File: config.mk
export PLATFORM = sky130hd
export DESIGN_NAME = if_fetch_unit
export DESIGN_NICKNAME = d
export VERILOG_FILES = /design/src/rtl/if_fetch_unit.sv
export SDC_FILE = /design/constraint.sdc
export NUM_CORES = 1
export LEC_CHECK = 0
export BUFFER_PORTS_ARGS = -buffer_cell sky130_fd_sc_hd__buf_4
export CAP_MARGIN = 10
export CORE_ASPECT_RATIO = 0.6
export CORE_UTILIZATION = 33
export CTS_CLUSTER_DIAMETER = 100
export CTS_CLUSTER_SIZE = 10
export DETAILED_ROUTE_END_ITERATION = 8
export MAX_ROUTING_LAYER = met4
export PLACE_DENSITY_LB_ADDON = 0.2
export RECOVER_POWER = 50
export SLEW_MARGIN = 10
export SYNTH_ARGS = -nofsm -noshare
export SYNTH_HDL_FRONTEND = slang
export SYNTH_SLANG_ARGS = --single-unit
export TNS_END_PERCENT = 1
File: constraint.sdc
create_clock -name clk -period 3.9 [get_ports clk]
set_input_delay 0.39 -clock clk [delete_from_list [all_inputs] [get_ports clk]]
set_output_delay 0.39 -clock clk [all_outputs]
set_load 0.005 [all_outputs]
File: src/rtl/if_fetch_unit.sv
// if_fetch_unit: MIPS F stage with req/ack instruction fetch, one-entry stall hold buffer and delay-slot redirect.
module if_fetch_unit #(
    parameter int                ADDR_W   = 32,
    parameter logic [ADDR_W-1:0] RESET_PC = 32'h0000_3000
) (
    input  logic              clk,
    input  logic              rst_n,
    input  logic              stall,
    input  logic              redirect,
    input  logic [ADDR_W-1:0] redirect_pc,
    output logic              im_req,
    output logic [ADDR_W-1:0] im_addr,
    input  logic              im_ack,
    input  logic [31:0]       im_rdata,
    output logic [ADDR_W-1:0] D_PC,
    output logic [31:0]       D_Instr,
    output logic              D_valid
);
    typedef enum logic {FETCH, HOLD} state_t;

    localparam logic [ADDR_W-1:0] ALIGN = ~ADDR_W'(3);

    state_t            state;
    logic [ADDR_W-1:0] f_pc;
    logic [ADDR_W-1:0] redir_tgt;
    logic              redir_pend;
    logic [ADDR_W-1:0] buf_pc;
    logic [31:0]       buf_instr;
    logic              adv;
    logic [ADDR_W-1:0] tgt;
    logic [ADDR_W-1:0] next_pc;

    // Request is gated by rst_n so an in-flight fetch is abandoned the instant reset asserts.
    assign im_req  = rst_n && state == FETCH;
    assign im_addr = f_pc;

    always_comb begin
        adv     = !stall && (state == HOLD || im_ack);
        tgt     = redirect_pc & ALIGN;
        next_pc = redirect ? tgt : redir_pend ? redir_tgt : f_pc + ADDR_W'(4);
    end

    always_ff @(posedge clk or negedge rst_n) begin
        if (!rst_n) begin
            state      <= FETCH;
            f_pc       <= RESET_PC & ALIGN;
            redir_pend <= 1'b0;
            redir_tgt  <= '0;
            buf_pc     <= '0;
            buf_instr  <= '0;
            D_PC       <= '0;
            D_Instr    <= '0;
            D_valid    <= 1'b0;
        end else begin
            // The PC only moves when an instruction enters D, so a redirect seen earlier waits for the delay slot.
            if (adv) begin
                f_pc       <= next_pc;
                redir_pend <= 1'b0;
            end else if (redirect) begin
                redir_pend <= 1'b1;
                redir_tgt  <= tgt;
            end
            if (state == FETCH) begin
                if (im_ack && stall) begin
                    buf_pc    <= f_pc;
                    buf_instr <= im_rdata;
                    state     <= HOLD;
                end
                if (!stall) begin
                    D_valid <= im_ack;
                    if (im_ack) begin
                        D_PC    <= f_pc;
                        D_Instr <= im_rdata;
                    end
                end
            end else if (!stall) begin
                D_PC    <= buf_pc;
                D_Instr <= buf_instr;
                D_valid <= 1'b1;
                state   <= FETCH;
            end
        end
    end
endmodule
==> results of run 1 <==
worst min path at each step:
| stage | from | endpoint | slack [ns] | cells after the start |
|---|---|---|---|---|
| floorplan | rst_n | D_Instr[0]$_DFFE_PN0P_ | 0.09 | 0 |
| global placement | rst_n | D_PC[8]$_DFFE_PN0P_ | 0.46 | 1 |
| detailed placement | rst_n | D_PC[8]$_DFFE_PN0P_ | 0.46 | 1 |
| CTS | im_rdata[13] | buf_instr[13]$_DFFE_PN0P_ | 0.15 | 2 |
| global route | im_rdata[25] | buf_instr[25]$_DFFE_PN0P_ | 0.16 | 2 |
| finish | im_rdata[25] | buf_instr[25]$_DFFE_PN0P_ | 0.18 | 2 |
worst register-to-register path, cell delays in order, from the launching register on:
cell      delay (ns)
dfrtp_4         0.74
nand3b_1        0.25
clkbuf_1        1.24
mux2_2          0.46
through the flow:
stage | instance area (um^2) | hold slack [ns]
after floorplan | 8640 | 0.0944
after global placement | 10200 | 0.460
after detailed placement | 10200 | 0.459
after CTS | 10800 | 0.155
after global routing | 10700 | 0.162
final | 10700 | 0.185
kinds of logic after synthesis:
group | after synthesis | share of synthesized area (%)
AOI/OAI and AO/OA | 179 | 12.5
muxes | 150 | 18.6
and+or+nand+nor | 184 | 10.4
buffers and inverters | 70 | 3.41
adders and majority gates | 1 | 0.145
other | 1 | 0.0435
xor gates and xnor gates | 7 | 0.710
DFF | 187 | 54.3
Yosys cell counts (5+ instances only):
master / instances / area, um^2
dfrtp_1: 185 / 4630
o21ai_0: 102 / 510
nand2_1: 98 / 368
mux2_2: 85 / 957
mux2i_1: 65 / 651
clkbuf_1: 35 / 131
nor2_1: 27 / 101
a21oi_1: 19 / 95.1
buf_2: 12 / 60.1
and3_1: 9 / 56.3
buf_1: 9 / 33.8
inv_1: 9 / 33.8
nand3_1: 9 / 45.0
nand4_1: 8 / 50.1
a22oi_1: 7 / 52.6
a31oi_1: 6 / 37.5
nor3_1: 6 / 30.0
o22ai_1: 6 / 37.5
nand2b_1: 5 / 31.3
xor2_1: 5 / 43.8
layout make-up:
type | instances | area [um^2] | share of cell area (%)
Tap cell | 352 | 440 | 4.12
Sequential cell | 187 | 4690 | 43.8
Timing Repair Buffer | 174 | 1240 | 11.6
Clock inverter | 9 | 136 | 1.28
Clock buffer | 23 | 488 | 4.56
Inverter | 9 | 33.8 | 0.316
Multi-Input combinational cell | 525 | 3670 | 34.3
flip-flops by register name, indices dropped and copies added (netlist names):
name / count
D_Instr: 32
buf_instr: 32
D_PC: 30
buf_pc: 30
im_addr: 30
redir_tgt: 30
D_valid: 1
redir_pend: 1
state: 1
power groups by stage:
stage	clock network (uW)	logic, uW	registers, uW
floorplan	0	643	2610
global placement	0	1160	2690
detailed placement	0	1170	2710
CTS	1930	1180	2670
global route	2000	1240	2730
finish	1850	1100	2660
routing by layer:
metal	share of wire, %	wire length, um	GRT usage, %	vias up
met5	0	0	-	-
li1	-	-	-	3051
met2	42	9150	24.2	138
met3	4.7	1030	4.01	20
met4	1.2	257	4.99	0
met1	52	11400	26.4	3098
cell usage in the layout, fill, tap and decap left out, drive strengths merged, types with 7 or more instances in the layout:
cell type and instances:
nand4 9, buf 78, and3 10, nor2 27, nand3 11, nand2 99, a21oi 19, nor3 7
a22oi 7, dfrtp 185, inv 11, mux2 85, clkbuf 118, o21ai 103, mux2i 65
timing repair:
item | CTS | global route
hold buffers | 1 | 0
endpoints found under the setup margin | 0 | 0
hold endpoints to repair | 56 | 0
==> results by group, run 1 <==
Run status
  – Violated checks: capacitance limit, slew limit
  – Status: complete, but fails checks

Placement
  – I/O Buffers: 160
  – GPL Wtd Cong: 0.774
  – Placed Cells: 1246
  – Dpl ws: 1.44 ns
  – DPL Wire Length: 14500 um

Drt
  – Via/cell ratio: 4.93
  – Total routed wirelength: 21800 um
  – Post-DRT Antenna Nets: 0
  – Initial DRC count: 405
  – First drt pass iteration count: 6
  – Vias: 6307
  – DR DRC count: 0
  – Drt wl/cell: 17.1 um

Worst setup path
  – Worst reg-to-reg setup slack: 1.10 ns
  – Crit-path slowest cell: clkbuf_1
  – Reg-to-reg startpoint: state$_DFF_PN0_
  – Kind of critical path: reg -> reg
  – CP Depth: 3
  – Reg2reg end: buf_instr[0]$_DFFE_PN0P_
  – CP Data Arrival Time: 3.13 ns
  – Worst setup path startpoint: state$_DFF_PN0_
  – Reg2reg path depth: 3
  – CP endpoint: buf_instr[0]$_DFFE_PN0P_
  – Critical Path RT: 4.22 ns
  – WP buf/inv: 1
  – CP max stage delay: 1.24 ns
  – CP top delay family: buffers and inverters
  – Endpoint type of the worst setup path: register
  – Worst Setup Start Kind: register
  – CP Cell Sequence: nand3b_1 -> clkbuf_1 -> mux2_2
  – Max FO, Critical Path: 30

Cells and area
  – Share of cells above drive strength 1: 29.6%
  – Nets: 984
  – FILL cells: 2515
  – Post-Route Utilization: 41.9%
  – N_diodes: 0
  – Area Growth Syn to Fin: 23.9%
  – Post-route insts no fill: 1279

Synth
  – Synthesized area: 8630 um^2
  – Yosys warnings: 0
  – Post-synth EDFFs: 0
  – Mean area per synthesized cell: 11.1 um^2
  – Share of synthesized registers carrying an async set or reset: 100%
  – #FFs+latches synth: 187
  – Most common flop cell mapped by yosys: dfrtp_1
  – Post-Syn Instances: 779
  – Post-synth cell types: 59
  – Register area share after synthesis: 54.3%

Floorplanning
  – Initial core utilization: 33.8%
  – Die Ht: 127 um
  – Die width: 211 um
  – Core Area: 25500 um^2
  – Total die area: 26800 um^2
  – # rows: 45
  – Top-Level Pins: 167

CTS
  – TritonCTS clock tree: built
  – Clk buf depth: 2
  – Clk Tree Root Cell: clkbuf_16
  – H-tree Lvls: 4
  – Clock Pin Slew Worst Setup and Hold Paths: 0.07 ns
  – Clock sinks: 187
  – Num CTS Buffers: 17
  – Worst-Skew Late Latency: 0.44 ns
  – Post-CTS Setup Repair Bufs: 0
  – Cts repair resizes: 0

Pwr
  – Worst vdd ir: 0.291 mV
  – Power per standard cell area: 525 nW/um^2
  – Cell internal pwr: 4020 uW
  – Sequential Power Share: 47.4%
  – Final Power: 5610 uW
  – Lkg Pwr: 0.00473 uW
  – Switching power: 1590 uW
  – Logic pwr share: 19.6%
  – Clock share of power: 33.0%
  – Sw frac: 28.4%

Global route
  – Largest net degree at the start of global routing: 114
  – Overall routing resource usage: 17.9%
  – Initial antenna violation count: 0
  – First-pass GRT wire length: 35400 um
  – Number of global-route vias before repair: 6194
  – Remaining Overflow, GRT: 0

Timing
  – Setup tns final: 0 ns
  – Max-slew violation count: 31
  – RSZ-0062 raised after global routing: no
  – Setup Skew: 0.00966 ns
  – F_max: 357 MHz
  – Rel. slew slack: -12.7%
  – Setup ws final: 1.10 ns
  – Final setup viols: 0
  – Final worst path period share: 71.9%
  – Minimum clock period after layout: 2.80 ns
  – Worst-margin pin slew: 1.69 ns
  – Fin. Hold Viols: 0

Run
  – Max Cap Viol: 1

Min path
  – Min-delay worst type: in -> reg
Note: power is estimated with default switching activity, not from simulation.
==> run 2, diff against run 1 <==
clock period = 2.3 ns   (was 3.9 ns; I/O delays follow)
==> run 2 against run 1 <==
Effect of this change:
- the run now ends clean
- clock skew grew 0.0072 ns
- global-route usage grew 0.43 points
- routed wire length grew 4.3%
- non-clock buffer count grew 34
- clock-buffer cell count shrank 5
- final area grew 3.1%
- worst hold slack lost 0.16 ns
- clock power grew 65%
- combinational power grew 87%
- sequential power grew 68%
- fmax grew 35%
- critical path type unchanged
- highest routed layer unchanged
==> results by group, run 2 (synthesis results as in run 1) <==
CTS
  – Clk Tree Root Cell: clkbuf_16
  – Num CTS Buffers: 17 (unchanged)
  – Clk buf depth: 2 (unchanged)
  – Post-CTS Setup Repair Bufs: 0 (unchanged)
  – Worst-Skew Late Latency: 0.45 ns (about the same)
  – Clock Pin Slew Worst Setup and Hold Paths: 0.07 ns (about the same)
  – Cts repair resizes: 0 (unchanged)
  – H-tree Lvls: 4 (unchanged)
  – Clock sinks: 187 (unchanged)
  – TritonCTS clock tree: built
  – CTS Hold Buffers Added: 13 (+12)

Pwr
  – Switching power: 2780 uW (+74%)
  – Lkg Pwr: 0.00495 uW (+4.6%)
  – Worst vdd ir: 0.502 mV (+73%)
  – Power per standard cell area: 870 nW/um^2 (+66%)
  – Sequential Power Share: 46.5% (-0.9 points)
  – Sw frac: 28.9% (+0.55 points)
  – Logic pwr share: 21.5% (+1.9 points)
  – Clock share of power: 32.0% (-1.0 points)
  – Cell internal pwr: 6820 uW (+70%)

Timing
  – Final worst path period share: 90.4% (+18 points)
  – Fin. Hold Viols: 0 (unchanged)
  – Max-slew violation count: 0 (-100%)
  – Minimum clock period after layout: 2.08 ns (-0.726 ns)
  – Hold slack: 0.0207 ns (-0.164 ns)
  – F_max: 481 MHz (+35%)
  – Final setup viols: 0 (unchanged)
  – Setup Skew: 0.0168 ns (+0.00716 ns)
  – RSZ-0062 raised after global routing: no
  – Rel. slew slack: 24.8% (+38 points)
  – Setup tns final: 0 ns (unchanged)
  – Worst-margin pin slew: 1.13 ns (-0.563 ns)

Worst setup path
  – Worst Setup Start Kind: register
  – Kind of critical path: reg -> reg
  – Reg2reg end: im_addr[24]$_DFFE_PN0P_
  – Reg-to-reg startpoint: im_addr[3]$_DFFE_PN0P_
  – Critical Path RT: 2.66 ns (-1.56 ns)
  – Worst setup path startpoint: im_addr[3]$_DFFE_PN0P_
  – Reg2reg path depth: 7 (+4)
  – CP endpoint: im_addr[24]$_DFFE_PN0P_
  – Max FO, Critical Path: 7 (-77%)
  – Endpoint type of the worst setup path: register
  – CP Data Arrival Time: 2.44 ns (-0.69 ns)
  – Worst reg-to-reg setup slack: 0.22 ns (-0.87 ns)

Global route
  – Initial antenna violation count: 1 (+1)
  – First-pass GRT wire length: 36200 um (+2.2%)
  – Overall routing resource usage: 18.3% (+0.43 points)
  – Number of global-route vias before repair: 6464 (+4.4%)
  – Remaining Overflow, GRT: 0 (unchanged)
  – Largest net degree at the start of global routing: 77 (-32%)
  – M3 GR Usage: 4.50% (+0.49 points)
  – GR met1 Demand/Resource: 26.0% (-0.36 points)
  – GR met2 Demand/Resource: 25.6% (+1.3 points)
  – Busiest grt layer: met1

Floorplanning
  – Initial core utilization: 33.8% (unchanged)
  – Total die area: 26800 um^2 (unchanged)
  – Die width: 211 um (unchanged)
  – Top-Level Pins: 167 (unchanged)
  – Core Area: 25500 um^2 (unchanged)
  – # rows: 45 (unchanged)
  – Die Ht: 127 um (unchanged)

Placement
  – I/O Buffers: 160 (unchanged)
  – GPL Wtd Cong: 0.780 (+0.88%)
  – DPL Wire Length: 15400 um (+6.3%)

Cells and area
  – Nets: 1018 (+3.5%)
  – Most frequent cells in the layout: 184 x dfrtp_1, 143 x buf_4, 102 x o21ai_0
  – Share of cells above drive strength 1: 33.0% (+3.4 points)
  – Most common cell after layout, fill and taps aside: dfrtp_1
  – Largest registers: D_Instr x32, buf_instr x32
  – FILL cells: 2498 (-0.68%)
  – Area Growth Syn to Fin: 27.8%

Run status
  – Status: completed

Drt
  – Post-DRT Antenna Nets: 0 (unchanged)
  – Total routed wirelength: 22800 um (+4.3%)
  – First drt pass iteration count: 5 (-1)
  – Drt wl/cell: 17.3 um (+1.5%)
  – Vias: 6434 (+2.0%)
  – Initial DRC count: 288 (-29%)
  – Via/cell ratio: 4.90 (-0.70%)
  – DR DRC count: 0 (unchanged)

Run
  – Max Cap Viol: 0 (-1)

Min path
  – Min-delay worst type: in -> reg
-- run 2: cell count changes in the layout (fill, tap and decap cells not counted), sizes merged, moves of 2 or more --
cell,before,now
clkinv,2,4
buf,78,145
dlygate4sd3,1,14
clkbuf,118,67
clkinvlp,2,4
-- run 2: how the worst min path moves through the flow --
stage	startpoint	end	slack, ns	cells after the start
2_1_floorplan	rst_n	D_Instr[0]$_DFFE_PN0P_	-0.07	0
3_3_place_gp	rst_n	D_PC[8]$_DFFE_PN0P_	0.21	1
3_5_place_dp	rst_n	D_PC[8]$_DFFE_PN0P_	0.20	1
4_1_cts	im_rdata[18]	buf_instr[18]$_DFFE_PN0P_	0.0003	2
5_1_grt	im_rdata[12]	buf_instr[12]$_DFFE_PN0P_	0.003	2
6_report	redirect_pc[17]	redir_tgt[17]$_DFFE_PN0P_	0.02	2
-- run 2: routing by layer --
metal | up-vias | share of wire, %
met3 | 16 | 4.9
met5 | - | 0
met4 | 0 | 0.90
li1 | 3126 | -
met2 | 131 | 42
met1 | 3161 | 52
-- run 2: layout make-up --
type / count / area, um^2 / share of cell area, %
sequential: 187 / 4690 / 42.5
multi-input combinational: 525 / 3670 / 33.2
timing repair buffer: 208 / 1600 / 14.5
tap: 352 / 440 / 3.99
clock buffer: 18 / 429 / 3.89
clock inverter: 14 / 170 / 1.54
inverter: 9 / 33.8 / 0.306
antenna: 1 / 2.50 / 0.0227
-- run 2: worst max-delay path, stage by stage, from the launching register on --
cell	delay, ns
dfrtp_1	0.45
ha_1	0.24
nand4_1	0.29
nor3_2	0.26
buf_4	0.19
nand2_1	0.08
o31a_1	0.27
o31ai_1	0.22
-- run 2: power by group through the flow --
stage	Combinational [uW]	Sequential (uW)	Clock, uW
6_report	2060	4470	3060
5_1_grt	2310	4570	3300
4_1_cts	2150	4470	3180
3_5_place_dp	2120	4530	0
3_3_place_gp	2100	4500	0
2_1_floorplan	1090	4430	0
-- run 2: through the flow --
step | instance area (um^2) | utilization, % | total power, uW | instances | worst slack [ns]
4_1_cts | 11100 | 43.4 | 9800 | 1312 | 0.183
3_3_place_gp | 10300 | 40.5 | 6600 | 1267 | 0.291
3_5_place_dp | 10300 | 40.5 | 6660 | 1267 | 0.176
2_1_floorplan | 8640 | - | 5520 | 782 | 0.524
5_1_grt | 11000 | 43.2 | 10200 | 1314 | 0.0304
6_report | 11000 | 43.2 | 9590 | 1314 | 0.221
